<file path="src/rtl/ppm_pkg.sv">
// Shared encodings for the PPM frame sequencer: symbol kinds, FSM states, error codes.
package ppm_pkg;

    typedef enum logic [1:0] {
        SYM_DATA = 2'b00,
        SYM_SOF  = 2'b01,
        SYM_EOF  = 2'b10,
        SYM_VIOL = 2'b11
    } sym_kind_t;

    typedef enum logic [1:0] {
        ST_IDLE  = 2'd0,
        ST_RECV  = 2'd1,
        ST_FLUSH = 2'd2
    } state_t;

    localparam logic [2:0] ERR_NONE  = 3'd0;
    localparam logic [2:0] ERR_OVF   = 3'd1;
    localparam logic [2:0] ERR_PART  = 3'd2;
    localparam logic [2:0] ERR_EMPTY = 3'd3;
    localparam logic [2:0] ERR_VIOL  = 3'd4;
    localparam logic [2:0] ERR_ABORT = 3'd5;
    localparam logic [2:0] ERR_TO    = 3'd6;
    localparam logic [2:0] ERR_LEN   = 3'd7;

endpackage

</file>
<file path="src/rtl/ppm_frame_ctrl_if.sv">
// Symbol input strobe and valid/ready byte output between slicer, sequencer and byte buffer.
interface ppm_frame_ctrl_if;
    logic       sym_valid;
    logic [1:0] sym_kind;
    logic [1:0] sym_data;
    logic [7:0] byte_data;
    logic       byte_valid;
    logic       byte_ready;

    modport master (
        output sym_valid, sym_kind, sym_data, byte_ready,
        input  byte_data, byte_valid
    );

    modport slave (
        input  sym_valid, sym_kind, sym_data, byte_ready,
        output byte_data, byte_valid
    );
endinterface

</file>
<file path="src/rtl/ppm_byte_asm.sv">
// Packs 2-bit data symbols MSB first; byte_done flags the fourth symbol, asm_byte is the full byte then.
module ppm_byte_asm (
    input  logic       clk,
    input  logic       rst_n,
    input  logic       clr,
    input  logic       shift_en,
    input  logic [1:0] sym_in,
    output logic       byte_done,
    output logic [7:0] asm_byte,
    output logic [1:0] sym_cnt
);
    logic [5:0] shift_reg;
    logic [1:0] cnt_reg;

    always_ff @(posedge clk or negedge rst_n) begin
        if (!rst_n) begin
            shift_reg <= '0;
            cnt_reg   <= '0;
        end else if (clr) begin
            shift_reg <= '0;
            cnt_reg   <= '0;
        end else if (shift_en) begin
            shift_reg <= {shift_reg[3:0], sym_in};
            cnt_reg   <= cnt_reg + 2'd1;
        end
    end

    // The fourth symbol is combined directly so the byte can load in the same cycle.
    assign byte_done = shift_en && (cnt_reg == 2'd3);
    assign asm_byte  = {shift_reg, sym_in};
    assign sym_cnt   = cnt_reg;
endmodule

</file>
<file path="src/rtl/ppm_frame_ctrl.sv">
// PPM frame sequencer: SOF/EOF framing, byte handshake, error reporting.
// Optional PPM_FRAME_STATS_EN adds saturating frame_ok_cnt/frame_err_cnt with stats_clr.
module ppm_frame_ctrl
    import ppm_pkg::*;
#(
    parameter int MAX_BYTES   = 64,
    parameter int CNT_W       = 7,
    parameter int TIMEOUT_CYC = 1024,
    parameter int TO_W        = 10
) (
    input  logic              clk,
    input  logic              rst_n,
    ppm_frame_ctrl_if.slave   bus,
    output logic              frame_done,
    output logic              frame_err,
    output logic [2:0]        err_code,
    output logic [CNT_W-1:0]  byte_count,
    output logic              busy
`ifdef PPM_FRAME_STATS_EN
    ,
    input  logic              stats_clr,
    output logic [15:0]       frame_ok_cnt,
    output logic [15:0]       frame_err_cnt
`endif
);
    state_t             state_reg, state_next;
    logic [7:0]         byte_data_reg, byte_data_next;
    logic               byte_valid_reg, byte_valid_next;
    logic               frame_done_reg, frame_done_next;
    logic               frame_err_reg, frame_err_next;
    logic [2:0]         err_code_reg, err_code_next;
    logic [CNT_W-1:0]   byte_count_reg, byte_count_next;
    logic [TO_W-1:0]    to_cnt_reg, to_cnt_next;
    logic               sof_pend_reg, sof_pend_next;

    logic               asm_clr, asm_shift, byte_done;
    logic [7:0]         asm_byte;
    logic [1:0]         sym_cnt;
    logic               err_hit;
    logic [2:0]         err_sel;
    logic               is_data, is_sof, is_eof, is_viol, xfer;

    assign is_data = bus.sym_valid && (bus.sym_kind == SYM_DATA);
    assign is_sof  = bus.sym_valid && (bus.sym_kind == SYM_SOF);
    assign is_eof  = bus.sym_valid && (bus.sym_kind == SYM_EOF);
    assign is_viol = bus.sym_valid && (bus.sym_kind == SYM_VIOL);
    assign xfer    = byte_valid_reg && bus.byte_ready;

    ppm_byte_asm u_asm (
        .clk       (clk),
        .rst_n     (rst_n),
        .clr       (asm_clr),
        .shift_en  (asm_shift),
        .sym_in    (bus.sym_data),
        .byte_done (byte_done),
        .asm_byte  (asm_byte),
        .sym_cnt   (sym_cnt)
    );

    always_comb begin
        state_next      = state_reg;
        byte_data_next  = byte_data_reg;
        byte_valid_next = xfer ? 1'b0 : byte_valid_reg;
        frame_done_next = 1'b0;
        frame_err_next  = 1'b0;
        err_code_next   = err_code_reg;
        byte_count_next = byte_count_reg;
        to_cnt_next     = to_cnt_reg;
        sof_pend_next   = sof_pend_reg;
        asm_clr         = 1'b0;
        asm_shift       = 1'b0;
        err_hit         = 1'b0;
        err_sel         = ERR_NONE;

        case (state_reg)
            ST_IDLE: begin
                if (is_sof) begin
                    state_next      = ST_RECV;
                    byte_count_next = '0;
                    err_code_next   = ERR_NONE;
                    to_cnt_next     = '0;
                    asm_clr         = 1'b1;
                end
            end
            ST_RECV: begin
                if (bus.sym_valid) begin
                    to_cnt_next = '0;
                end else if (to_cnt_reg == TO_W'(TIMEOUT_CYC - 1)) begin
                    err_hit = 1'b1;
                    err_sel = ERR_TO;
                end else begin
                    to_cnt_next = to_cnt_reg + TO_W'(1);
                end

                if (is_data) begin
                    asm_shift = 1'b1;
                    if (byte_done) begin
                        if (byte_valid_reg && !bus.byte_ready) begin
                            err_hit = 1'b1;
                            err_sel = ERR_OVF;
                        end else if (byte_count_reg == CNT_W'(MAX_BYTES)) begin
                            err_hit = 1'b1;
                            err_sel = ERR_LEN;
                        end else begin
                            byte_data_next  = asm_byte;
                            byte_valid_next = 1'b1;
                            byte_count_next = byte_count_reg + CNT_W'(1);
                        end
                    end
                end else if (is_eof) begin
                    if (sym_cnt != 2'd0) begin
                        err_hit = 1'b1;
                        err_sel = ERR_PART;
                    end else if (byte_count_reg == '0) begin
                        err_hit = 1'b1;
                        err_sel = ERR_EMPTY;
                    end else begin
                        state_next    = ST_FLUSH;
                        sof_pend_next = 1'b0;
                    end
                end else if (is_viol) begin
                    err_hit = 1'b1;
                    err_sel = ERR_VIOL;
                end else if (is_sof) begin
                    // Abort and restart in place; a pending output byte keeps its handshake.
                    frame_err_next  = 1'b1;
                    err_code_next   = ERR_ABORT;
                    byte_count_next = '0;
                    to_cnt_next     = '0;
                    asm_clr         = 1'b1;
                end
            end
            ST_FLUSH: begin
                if (is_sof) begin
                    sof_pend_next = 1'b1;
                end
                if (!byte_valid_reg) begin
                    frame_done_next = 1'b1;
                    sof_pend_next   = 1'b0;
                    if (sof_pend_reg || is_sof) begin
                        state_next      = ST_RECV;
                        byte_count_next = '0;
                        err_code_next   = ERR_NONE;
                        to_cnt_next     = '0;
                        asm_clr         = 1'b1;
                    end else begin
                        state_next = ST_IDLE;
                    end
                end
            end
            default: state_next = ST_IDLE;
        endcase

        if (err_hit) begin
            frame_err_next = 1'b1;
            err_code_next  = err_sel;
            state_next     = ST_IDLE;
        end
    end

    always_ff @(posedge clk or negedge rst_n) begin
        if (!rst_n) begin
            state_reg      <= ST_IDLE;
            byte_data_reg  <= '0;
            byte_valid_reg <= 1'b0;
            frame_done_reg <= 1'b0;
            frame_err_reg  <= 1'b0;
            err_code_reg   <= ERR_NONE;
            byte_count_reg <= '0;
            to_cnt_reg     <= '0;
            sof_pend_reg   <= 1'b0;
        end else begin
            state_reg      <= state_next;
            byte_data_reg  <= byte_data_next;
            byte_valid_reg <= byte_valid_next;
            frame_done_reg <= frame_done_next;
            frame_err_reg  <= frame_err_next;
            err_code_reg   <= err_code_next;
            byte_count_reg <= byte_count_next;
            to_cnt_reg     <= to_cnt_next;
            sof_pend_reg   <= sof_pend_next;
        end
    end

    assign bus.byte_data  = byte_data_reg;
    assign bus.byte_valid = byte_valid_reg;
    assign frame_done     = frame_done_reg;
    assign frame_err      = frame_err_reg;
    assign err_code       = err_code_reg;
    assign byte_count     = byte_count_reg;
    assign busy           = (state_reg == ST_RECV);

`ifdef PPM_FRAME_STATS_EN
    logic [15:0] ok_cnt_reg, err_cnt_reg;

    // Counts follow the visible pulses, so each increments the cycle after its pulse.
    always_ff @(posedge clk or negedge rst_n) begin
        if (!rst_n) begin
            ok_cnt_reg  <= '0;
            err_cnt_reg <= '0;
        end else if (stats_clr) begin
            ok_cnt_reg  <= '0;
            err_cnt_reg <= '0;
        end else begin
            if (frame_done_reg && (ok_cnt_reg != 16'hFFFF)) begin
                ok_cnt_reg <= ok_cnt_reg + 16'd1;
            end
            if (frame_err_reg && (err_cnt_reg != 16'hFFFF)) begin
                err_cnt_reg <= err_cnt_reg + 16'd1;
            end
        end
    end

    assign frame_ok_cnt  = ok_cnt_reg;
    assign frame_err_cnt = err_cnt_reg;
`endif
endmodule

</file>
<file path="src/flat_wrapper.sv">
// flat-port wrapper written by rule: the top's interface ports become plain ports
module ppm_frame_ctrl_flat import ppm_pkg::*;
#(
    parameter int MAX_BYTES   = 64,
    parameter int CNT_W       = 7,
    parameter int TIMEOUT_CYC = 1024,
    parameter int TO_W        = 10
)
  (clk, rst_n, frame_done, frame_err, err_code, byte_count, busy, bus_sym_valid, bus_sym_kind, bus_sym_data, bus_byte_ready, bus_byte_data, bus_byte_valid);
  ppm_frame_ctrl_if bus_i ();
  input  logic clk;
  input  logic rst_n;
  output logic frame_done;
  output logic frame_err;
  output logic [2:0] err_code;
  output logic [CNT_W-1:0] byte_count;
  output logic busy;
  input wire logic [$bits(bus_i.sym_valid)-1:0] bus_sym_valid;
  input wire logic [$bits(bus_i.sym_kind)-1:0] bus_sym_kind;
  input wire logic [$bits(bus_i.sym_data)-1:0] bus_sym_data;
  input wire logic [$bits(bus_i.byte_ready)-1:0] bus_byte_ready;
  output wire logic [$bits(bus_i.byte_data)-1:0] bus_byte_data;
  output wire logic [$bits(bus_i.byte_valid)-1:0] bus_byte_valid;
  assign bus_i.sym_valid = bus_sym_valid;
  assign bus_i.sym_kind = bus_sym_kind;
  assign bus_i.sym_data = bus_sym_data;
  assign bus_i.byte_ready = bus_byte_ready;
  assign bus_byte_data = bus_i.byte_data;
  assign bus_byte_valid = bus_i.byte_valid;
  ppm_frame_ctrl #(.MAX_BYTES(MAX_BYTES), .CNT_W(CNT_W), .TIMEOUT_CYC(TIMEOUT_CYC), .TO_W(TO_W)) u_core (.clk(clk), .rst_n(rst_n), .bus(bus_i), .frame_done(frame_done), .frame_err(frame_err), .err_code(err_code), .byte_count(byte_count), .busy(busy));
endmodule
</file>
<file path="config.mk">
export PLATFORM = sky130hd
export DESIGN_NAME = ppm_frame_ctrl_flat
export DESIGN_NICKNAME = d
export VERILOG_FILES = /design/src/rtl/ppm_pkg.sv /design/src/rtl/ppm_frame_ctrl_if.sv /design/src/rtl/ppm_byte_asm.sv /design/src/rtl/ppm_frame_ctrl.sv /design/src/flat_wrapper.sv
export SDC_FILE = /design/constraint.sdc
export NUM_CORES = 1
export LEC_CHECK = 0
export CAP_MARGIN = 10
export CORE_MARGIN = 3
export CORE_UTILIZATION = 56
export DETAILED_ROUTE_END_ITERATION = 12
export PLACE_DENSITY = 0.87
export SLEW_MARGIN = 20
export SYNTH_ARGS = -nofsm -noshare
export SYNTH_HDL_FRONTEND = slang
export SYNTH_SLANG_ARGS = --single-unit
</file>
<file path="constraint.sdc">
create_clock -name clk -period 2.8 [get_ports clk]
set_input_delay 0.42 -clock clk [delete_from_list [all_inputs] [get_ports clk]]
set_output_delay 0.42 -clock clk [all_outputs]
set_load 0.005 [all_outputs]
</file>
# --- After elaboration in Yosys (flattened, before gate mapping) ---
# Index checks and enable logic that the tools add are counted.
word_totals:
  reg_bits: 42
  latch_bits: 0
  mem_bits_rw: 0
  rom_bits: 0
  output_inout_bits: 22
  word_cells: 160
  memories: 0
classes:
  n_addsub: 3
  n_mul: 0
  div: 0
  n_lt_le_gt_ge: 0
  eq_ne: 31
  shift: 0
  muxes: 90
  bitwise: 2
  reduce_logical: 23
op_table:
  columns: ["cell", "n"]
  rows:
  - ["$mux 10", 9]
  - ["$mux 7", 9]
  - ["$mux 3", 19]
  - ["$mux 1", 36]
  - ["$pmux 10 s3", 1]
  - ["$ne 3x2->1 const B", 8]
  - ["$pmux 7 s3", 1]
  - ["$mux 2", 9]
  - ["$reduce_and 8->1", 2]
  - ["$mux 6", 2]
  - ["$ne 3x1->1 const B", 4]
  - ["$ne 3x3->1 const B", 4]
  - ["$reduce_and 6->1", 2]
  - ["$add 10x1->10 const B", 1]
  - ["$eq 10x10->1 const B", 1]
  - ["$pmux 3 s3", 1]
  - ["$eq 2x2->1 const B", 4]
  - ["$ne 2x2->1 const B", 4]
  - ["$add 7x1->7 const B", 1]
  - ["$eq 7x7->1 const B", 1]
  - ["$logic_and 1x1->1", 7]
  - ["$logic_not 7->1", 1]
  - ["$ne 2x1->1 const B", 3]
  - ["$pmux 2 s3", 1]
  - ["other kinds (13)", 18]

# --- Longest topological paths before layout ---
# Gate-level depths: netlist (run 1).
logic_depth:
  word_depth: 10
  ltp_mapped: 9

# --- Modules after synthesis ---
# Synthesis (run 1) repeated with hierarchy kept, for this count alone.
hier_totals:
  cells_unflattened: 261
  area_unflattened_um2: 2479.9
modules_own_cells:
  columns: ["module", "instances", "cells_per_inst", "area_each_um2"]
  rows:
  - ["ppm_frame_ctrl", 1, 231, 2120.8]
  - ["ppm_byte_asm", 1, 30, 359.1]

# --- Least setup slack after synthesis (run 1) ---
# No wires, ideal clock.
synth_timing:
  path_kind: "flip-flop to flip-flop"
  from: "register u_core.byte_count_reg[0] (netlist: u_core.byte_count[0])"
  to: "register u_core.err_code_reg[0] (netlist: u_core.err_code[0])"
  setup_ns: 0.128
  t_arrival_ns: 1.978
  t_required_ns: 2.672
  path_slack_ns: 0.695
  stages_incl_launch_ff: 8
  synth_period_minus_slack_ns: 2.105
  cell_sequence: "dfrtp_1 > inv_1 > ha_1 > or4b_4 > o31a_1 > o211ai_2 > a22oi_2 > mux2_1"
synth_via:
  elab_chain_len: 8
  elab_cells_between_ends: 28
synth_rtl:
  columns: ["item", "line", "text"]
  rows:
  - ["start, declared", "ppm_frame_ctrl.sv:32", "logic [CNT_W-1:0] byte_count_reg, byte_count_next;"]
  - ["start signal, assigned", "ppm_frame_ctrl.sv:179", "byte_count_reg <= byte_count_next;"]
  - ["$eq 7x7->1 / $logic_not 7->1 (equally long branches)", "ppm_frame_ctrl.sv:101, ppm_frame_ctrl.sv:114", null]
  - ["$mux 1 (on tied branches)", "ppm_frame_ctrl.sv:101, ppm_frame_ctrl.sv:114", null]
  - ["$mux 1 (on tied branches)", "ppm_frame_ctrl.sv:98, ppm_frame_ctrl.sv:111", null]
  - ["$mux 1 (on tied branches)", "ppm_frame_ctrl.sv:97, ppm_frame_ctrl.sv:110", null]
  - ["$mux 1", "ppm_frame_ctrl.sv:95", "if (is_data) begin"]
  - ["$mux 1", "ppm_frame_ctrl.sv:75", "case (state_reg)"]
  - ["$ne 3x3->1 (no source line) (tied with other cells)", null, null]
  - ["$reduce_and 8->1 (no source line)", null, null]
  - ["end signal, assigned", "ppm_frame_ctrl.sv:178", "err_code_reg <= err_code_next;"]
  - ["end, declared", "ppm_frame_ctrl.sv:31", "logic [2:0] err_code_reg, err_code_next;"]
# Parallel ways exist; a longest one is shown, timed or not.
# A chain may end at the register's enable or synchronous reset.

# --- Worst setup path in the final report (run 1) ---
layout_timing:
  from: "register u_core.byte_count_reg[0] (netlist: u_core.byte_count[0])"
  to: "register u_core.err_code_reg[1] (netlist: u_core.err_code[1])"
# Same word-level chain as after synthesis.

==> results of run 1 <==
layout make-up:
class | count | area share (%)
Multi-Input combinational cell | 201 | 45.2
Sequential cell | 42 | 35.9
Timing Repair Buffer | 36 | 11.5
Clock buffer | 6 | 2.48
Tap cell | 50 | 2.14
Inverter | 11 | 1.41
Clock inverter | 2 | 1.28
routing by layer:
metal	track usage, %	vias up
li1	-	1032
met3	4.99	11
met4	7.52	0
met5	0	-
met1	33.6	1052
met2	34.7	149
cell usage after synthesis, types with 3 or more instances:
cell type  count
mux2i_1        3
o21ai_0       11
ha_1          10
o31ai_1        5
mux2_2         8
o31a_1         3
a41oi_1        3
o22a_1         3
clkbuf_1       3
nand3_1       14
nor2_1        17
o211ai_1       3
inv_1         11
dfrtp_1       42
a31oi_1        6
nor2b_1        3
nand2_1       34
nand4_1        4
mux2_1         3
nand2b_1       3
buf_2          3
nor3_1         7
a21oi_1       22
cell usage in the layout (no fill, tap or decap), types with 2 or more instances in the layout:
cell / synthesis / routed
dfrtp_1: 42 / 42
nand2_1: 34 / 34
clkdlybuf4s50_1: 0 / 28
a21oi_1: 22 / 22
nor2_1: 17 / 17
nand3_1: 14 / 14
inv_1: 11 / 11
o21ai_0: 11 / 11
ha_1: 10 / 10
mux2_2: 8 / 8
nor3_1: 7 / 7
buf_4: 2 / 7
a31oi_1: 6 / 6
o31ai_1: 5 / 5
clkbuf_8: 0 / 5
nand4_1: 4 / 4
nand2b_1: 3 / 3
nor2b_1: 3 / 3
o31a_1: 3 / 3
mux2i_1: 3 / 3
mux2_1: 3 / 3
o22a_1: 3 / 3
o211ai_1: 3 / 3
a41oi_1: 3 / 3
and2_1: 2 / 2
and3_1: 2 / 2
and3b_1: 2 / 2
o21a_1: 2 / 2
xor2_1: 2 / 2
a22o_1: 2 / 2
or4_1: 2 / 2
xnor2_1: 2 / 2
or3_1: 2 / 2
power by group:
part	switching, mW	internal, mW	leakage (nW)
logic	0.400	0.287	0.611
clock network	0.217	0.266	0.0514
registers	0.0635	0.678	0.580
total	0.681	1.23	1.24
stage by stage:
stage	setup slack [ns]	power, mW	cells	utilization [%]	hold slack (ns)
2_1_floorplan	0.695	1.19	262	-	0.124
3_3_place_gp	0.228	1.40	340	68.4	0.485
3_5_place_dp	0.186	1.42	340	68.4	0.485
4_1_cts	0.431	1.91	348	71.1	0.281
5_1_grt	0.255	2.02	348	71.1	0.325
6_report	0.401	1.91	348	71.1	0.236
cell families after synthesis:
kind of cell    Yosys count
simple gates            101
compound gates           72
flops                    42
buf+inv                  19
mux                      14
fa+ha+maj                10
xor+xnor                  4
worst paths after layout:
kind / startpoint / to / slack, ns / cells past startpoint
min: rst_n / u_core.byte_count[3] / 0.24 / 1
min reg2reg: u_core.err_code[0] / u_core.err_code[0] / 0.50 / 1
max: u_core.byte_count[0] / u_core.err_code[1] / 0.40 / 7
max reg2reg: u_core.byte_count[0] / u_core.err_code[1] / 0.40 / 7
min in group clk: u_core.err_code[0] / u_core.err_code[0] / 0.50 / 1
max in group asynchronous: rst_n / u_core.to_cnt_reg[7] / 1.98 / 1
==> results by group, run 1 <==
Worst setup path
  – CP max stage cell: nor4b_1
  – Critical Path Source Type: flip-flop
  – Crit path kind: flip-flop to flip-flop
  – Critical Path RT: 2.98 ns
  – CP arrival: 2.58 ns
  – Setup crit end kind: flip-flop
  – Crit path buf inv count: 1
  – Worst-path maximum fanout: 7
  – CP top delay family: compound AO/OA/AOI/OAI gates
  – Max incr delay on CP: 0.50 ns
  – CP Cell Sequence: inv_1 > ha_1 > nor4b_1 > a31oi_1 > a211oi_1 > a22oi_2 > mux2_1

STA
  – Slew HR: 39.5%
  – Setup Skew: 0.0127 ns
  – Fin Setup TNS: 0 ns
  – Final Hold Fails: 0
  – Worst Max-Slew Pin Slew: 0.907 ns
  – Minimum clock period after layout: 2.40 ns
  – # setup viols final: 0
  – Max-slew violation count: 0
  – RSZ-0062 raised after global routing: no
  – Final Cycle Share: 85.7%
  – Fmax: 417 MHz

Floorplan
  – Die Y: 72.2 um
  – Core area: 4120 um^2
  – Starting Density: 59.7%
  – # rows: 23
  – I/O Pins: 30
  – Die width: 72.2 um
  – Die ar.: 5220 um^2

Clock tree
  – CTS Buf Count: 5
  – Root buf cell: clkbuf_8
  – CTS tree: yes
  – Skew-Pair Late Insertion Delay: 0.30 ns
  – Post-cts hold buffer count: 0
  – Reg clk slew, reported paths: 0.09 ns
  – Post-CTS Setup Bufs: 0
  – H-tree Lvls: 2
  – Sink Count: 42
  – Clock Tree Buf Depth: 2
  – Resized Gates After CTS: 0

Placement
  – RePlAce Congestion: 0.955
  – Hpwl dp: 4.10 mm
  – Placement Cell Area: 2820 um^2
  – IO buf count: 29

Cells and area
  – Post-Layout Inst Area: 2930 um^2
  – FILL cells: 300
  – Sequential cell area: 1050 um^2
  – Max reg flops: 10
  – Footprint of the multi-input gates: 1320 um^2
  – N_diodes: 0
  – Area Overhead vs Synth: 19.1%
  – Final nets: 315
  – Share of layout cells above drive strength 1: 10.4%

Synthesis
  – Synth unique cells: 54
  – Yosys top cell by area: dfrtp_1
  – Ys flop type: dfrtp_1
  – Ranking of synthesized cells by area: dfrtp_1, nand2_1, ha_1, a21oi_1, mux2_2
  – Synthesized instance count: 262
  – Synth Area per Inst: 9.38 um^2
  – Mux cell area share after synthesis: 6.26%
  – Largest family of logic cells by synthesized area: simple AND/OR/NAND/NOR gates
  – Post-synth top area share: 42.8%
  – XOR/XNOR share of the synthesized area: 1.43%
  – Synth Cell Area: 2460 um^2
  – Syn Nets: 280
  – Synth warn: 0
  – Compound-Gate Fraction of Synth Area: 20.3%
  – Seq/Total Area, Yosys: 42.8%
  – EDFF count, synth: 0
  – Seq cells post-synth: 42
  – Post-synth ARST share: 100%
  – Simple-gate share of the synthesized area: 20.8%
  – Adder-cell share of the synthesized area: 5.09%

Detailed routing
  – Wire length on met3: 616 um
  – Drt via density: 6.45
  – Met2 Wirelength: 2.52 mm
  – Remaining DRCs: 0
  – Drt wl/cell: 16.4 um
  – Antenna-violating nets left: 0
  – Final wirelength: 5.70 mm
  – Detailed Routing Iterations Pass 1: 6
  – Initial DRC Count: 299
  – Uppermost layer routed: met4
  – DRT met1 WL: 2.49 mm
  – Vias: 2244

GRT
  – All-Layer GR Usage: 23.2%
  – Total grt overflow: 0
  – Initial antenna violation count: 0
  – Pin count of the biggest net entering global routing: 43
  – Vias in the first global route: 1982
  – First-pass GRT wire length: 9.49 mm

Status
  – Outcome: complete, no violations

Hold path
  – Hold Path Class: input port to asynchronous set/reset pin

Power and ir drop
  – Static Leak: 1.24 nW
  – Peak VDD IR: 0.000383 V
  – Power Dens Cells: 653 nW/um^2

Run
  – Total of max-cap violations: 0
No activity file was read; power rests on OpenSTA's default activity.
==> run 2: changes to the inputs <==
Settings changed: GPL_ROUTABILITY_DRIVEN set to 0.
==> results of run 2 <==
Final layout, timing and power as in run 1 (identical DEF).
==> run 3: changes to the inputs <==
Settings changed: CORE_UTILIZATION 56 to 50, PLACE_DENSITY 0.87 to 0.83.
Clock period 2.8 ns to 2 ns, I/O delays scaled along.
==> run 3 against run 2 <==
Against the previous run:
- the flow now finishes with violations (setup timing)
- worst hold slack better by 0.27 ns
- register-to-register slack worse by 0.63 ns
- cell count up 18%
- setup slack worse by 0.63 ns
- via count rose by 8.2%
- sequential share of layout area is 4.7 points lower
- sequential cell count did not move
- global-route usage fell by 0.12 points
- clock skew shrank 0.0076 ns
==> results by group, run 3 (same netlist as run 1, synthesis figures left out) <==
Worst setup path
  – Setup crit end kind: flip-flop
  – Reg2reg end: u_core.err_code[2]
  – Crit path kind: flip-flop to flip-flop
  – CP Cell Sequence: inv_1 > ha_1 > or4b_4 > o31a_1 > o211ai_2 > a22oi_2 > mux2_1
  – CP top delay family: compound AO/OA/AOI/OAI gates
  – Critical Path RT: 2.19 ns (-0.79 ns)
  – CP arrival: 2.41 ns (-0.17 ns)
  – R2R Setup Slk: -0.23 ns (-0.63 ns)
  – CP startpoint: u_core.byte_count[1]
  – Register-to-Register Path Depth: 7 (unchanged)
  – Crit path buf inv count: 1 (unchanged)
  – Max incr delay on CP: 0.49 ns (about the same)
  – Worst-path maximum fanout: 4 (-3)
  – Critical Path Source Type: flip-flop
  – CP max stage cell: or4b_4
  – R2r startpoint: u_core.byte_count[1]

GRT
  – Initial antenna violation count: 0 (unchanged)
  – First-pass GRT wire length: 10.9 mm (+15%)
  – All-Layer GR Usage: 23.1% (-0.12 points)
  – Pin count of the biggest net entering global routing: 25 (-42%)
  – Vias in the first global route: 2325 (+17%)
  – Total grt overflow: 0 (unchanged)

Cells and area
  – Share of layout cells above drive strength 1: 25.7% (+15 points)
  – Commonest non-fill, non-tap cell in the layout: buf_4
  – Area Overhead vs Synth: 37.2%
  – Most frequent cells in the layout: buf_4, dfrtp_1, nand2_1
  – Max reg flops: 10 (unchanged)
  – N_diodes: 0 (unchanged)
  – Final nets: 363 (+15%)
  – Final core occ: 74.4% (+3.2 points)

Clock tree
  – Reg clk slew, reported paths: 0.08 ns (about the same)
  – CTS Buf Count: 5 (unchanged)
  – Sink Count: 42 (unchanged)
  – H-tree Lvls: 2 (unchanged)
  – CTS tree: yes
  – Skew-Pair Late Insertion Delay: 0.30 ns (about the same)
  – Root buf cell: clkbuf_8
  – Clock Tree Buf Depth: 2 (unchanged)

Detailed routing
  – Detailed Routing Iterations Pass 1: 5 (-1)
  – Uppermost layer routed: met4
  – Final wirelength: 6.53 mm (+15%)
  – Initial DRC Count: 236 (-21%)
  – Drt wl/cell: 15.9 um (-3.0%)
  – Vias: 2429 (+8.2%)
  – Met2 Wirelength: 3.32 mm (+32%)
  – Drt via density: 5.91 (-8.3%)
  – Remaining DRCs: 0 (unchanged)
  – Wire length on met3: 443 um (-28%)
  – DRT met1 WL: 2.64 mm (+6.0%)
  – Antenna-violating nets left: 0 (unchanged)

STA
  – Final Cycle Share: 111% (+26 points)
  – Setup Skew: 0.00517 ns (-0.00755 ns)
  – Minimum clock period after layout: 2.23 ns (-0.173 ns)
  – RSZ-0062 raised after global routing: yes
  – Fmax: 449 MHz (+7.8%)
  – PnR worst setup slack: -0.226 ns (-0.627 ns)
  – Worst Max-Slew Pin Slew: 0.505 ns (-0.402 ns)
  – Slew HR: 66.3% (+27 points)
  – Final Hold Fails: 0 (unchanged)
  – # setup viols final: 13 (+13)
  – Max-slew violation count: 0 (unchanged)

Placement
  – IO buf count: 29 (unchanged)
  – Pre-CTS WS: -0.207 ns (-0.392 ns)
  – Hpwl dp: 4.63 mm (+13%)

Floorplan
  – # rows: 24 (+4.3%)
  – Starting Density: 54.2% (-5.5 points)
  – Die ar.: 5790 um^2 (+11%)
  – Die Y: 76.1 um (+5.3%)
  – Die width: 76.1 um (+5.3%)
  – I/O Pins: 30 (unchanged)
  – Core area: 4530 um^2 (+10%)

Hold path
  – Hold Path Class: input port to asynchronous set/reset pin

Run
  – Total of max-cap violations: 0 (unchanged)

Power and ir drop
  – Peak VDD IR: 0.000520 V (+36%)
  – Power Dens Cells: 882 nW/um^2 (+35%)
  – Static Leak: 1.48 nW (+19%)

Status
  – Outcome: complete, but fails checks
  – Failing checks: setup timing
## run 3: cell type report
class                      instances  area [um^2]
clock inverter                     2         37.5
inverter                          11         41.3
clock buffer                       6         72.6
timing repair buffer              84          713
multi-input combinational        201         1380
tap                               65         81.3
sequential                        42         1050
fill                             319         1160
## run 3: worst max path at each step
stage | to | slack, ns | cells after the start
floorplan | u_core.err_code[0] | -0.11 | 7
global placement | u_core.bus.byte_data[2] | -0.16 | 7
detailed placement | u_core.byte_count[0] | -0.21 | 6
CTS | u_core.err_code[1] | -0.20 | 7
global route | u_core.err_code[0] | -0.34 | 7
finish | u_core.err_code[2] | -0.23 | 7
## run 3: power by group
group	total (mW)	switching, mW	internal (mW)
clock	0.667	0.295	0.372
sequential	1.03	0.0804	0.949
combinational	1.28	0.661	0.616
## run 3: timing repair
item,CTS,global route
buffers inserted,2,2
pin swaps,2,3
gates resized for setup,8,9
cloned,0,0
hold endpoints to repair,18,0
hold buffers,1,0
setup endpoints to repair,16,26
## run 3: metrics by stage
step / cell area (um^2) / instances / total power, mW / hold slack, ns / TNS [ns]
6_report: 3370 / 411 / 2.97 / 0.502 / -1.95
5_1_grt: 3370 / 411 / 3.15 / 0.525 / -3.91
4_1_cts: 3320 / 409 / 2.93 / 0.505 / -1.48
3_5_place_dp: 3170 / 398 / 2.21 / 0.289 / -3.72
3_3_place_gp: 3170 / 398 / 2.18 / 0.279 / -2.99
2_1_floorplan: 2460 / 262 / 1.67 / 0.00441 / -0.424
## run 3: per-layer routing
metal | track usage (%) | vias up
met5 | 0 | -
met4 | 8.15 | 0
li1 | - | 1144
met1 | 27.9 | 1155
met2 | 40.8 | 112
met3 | 4.73 | 18
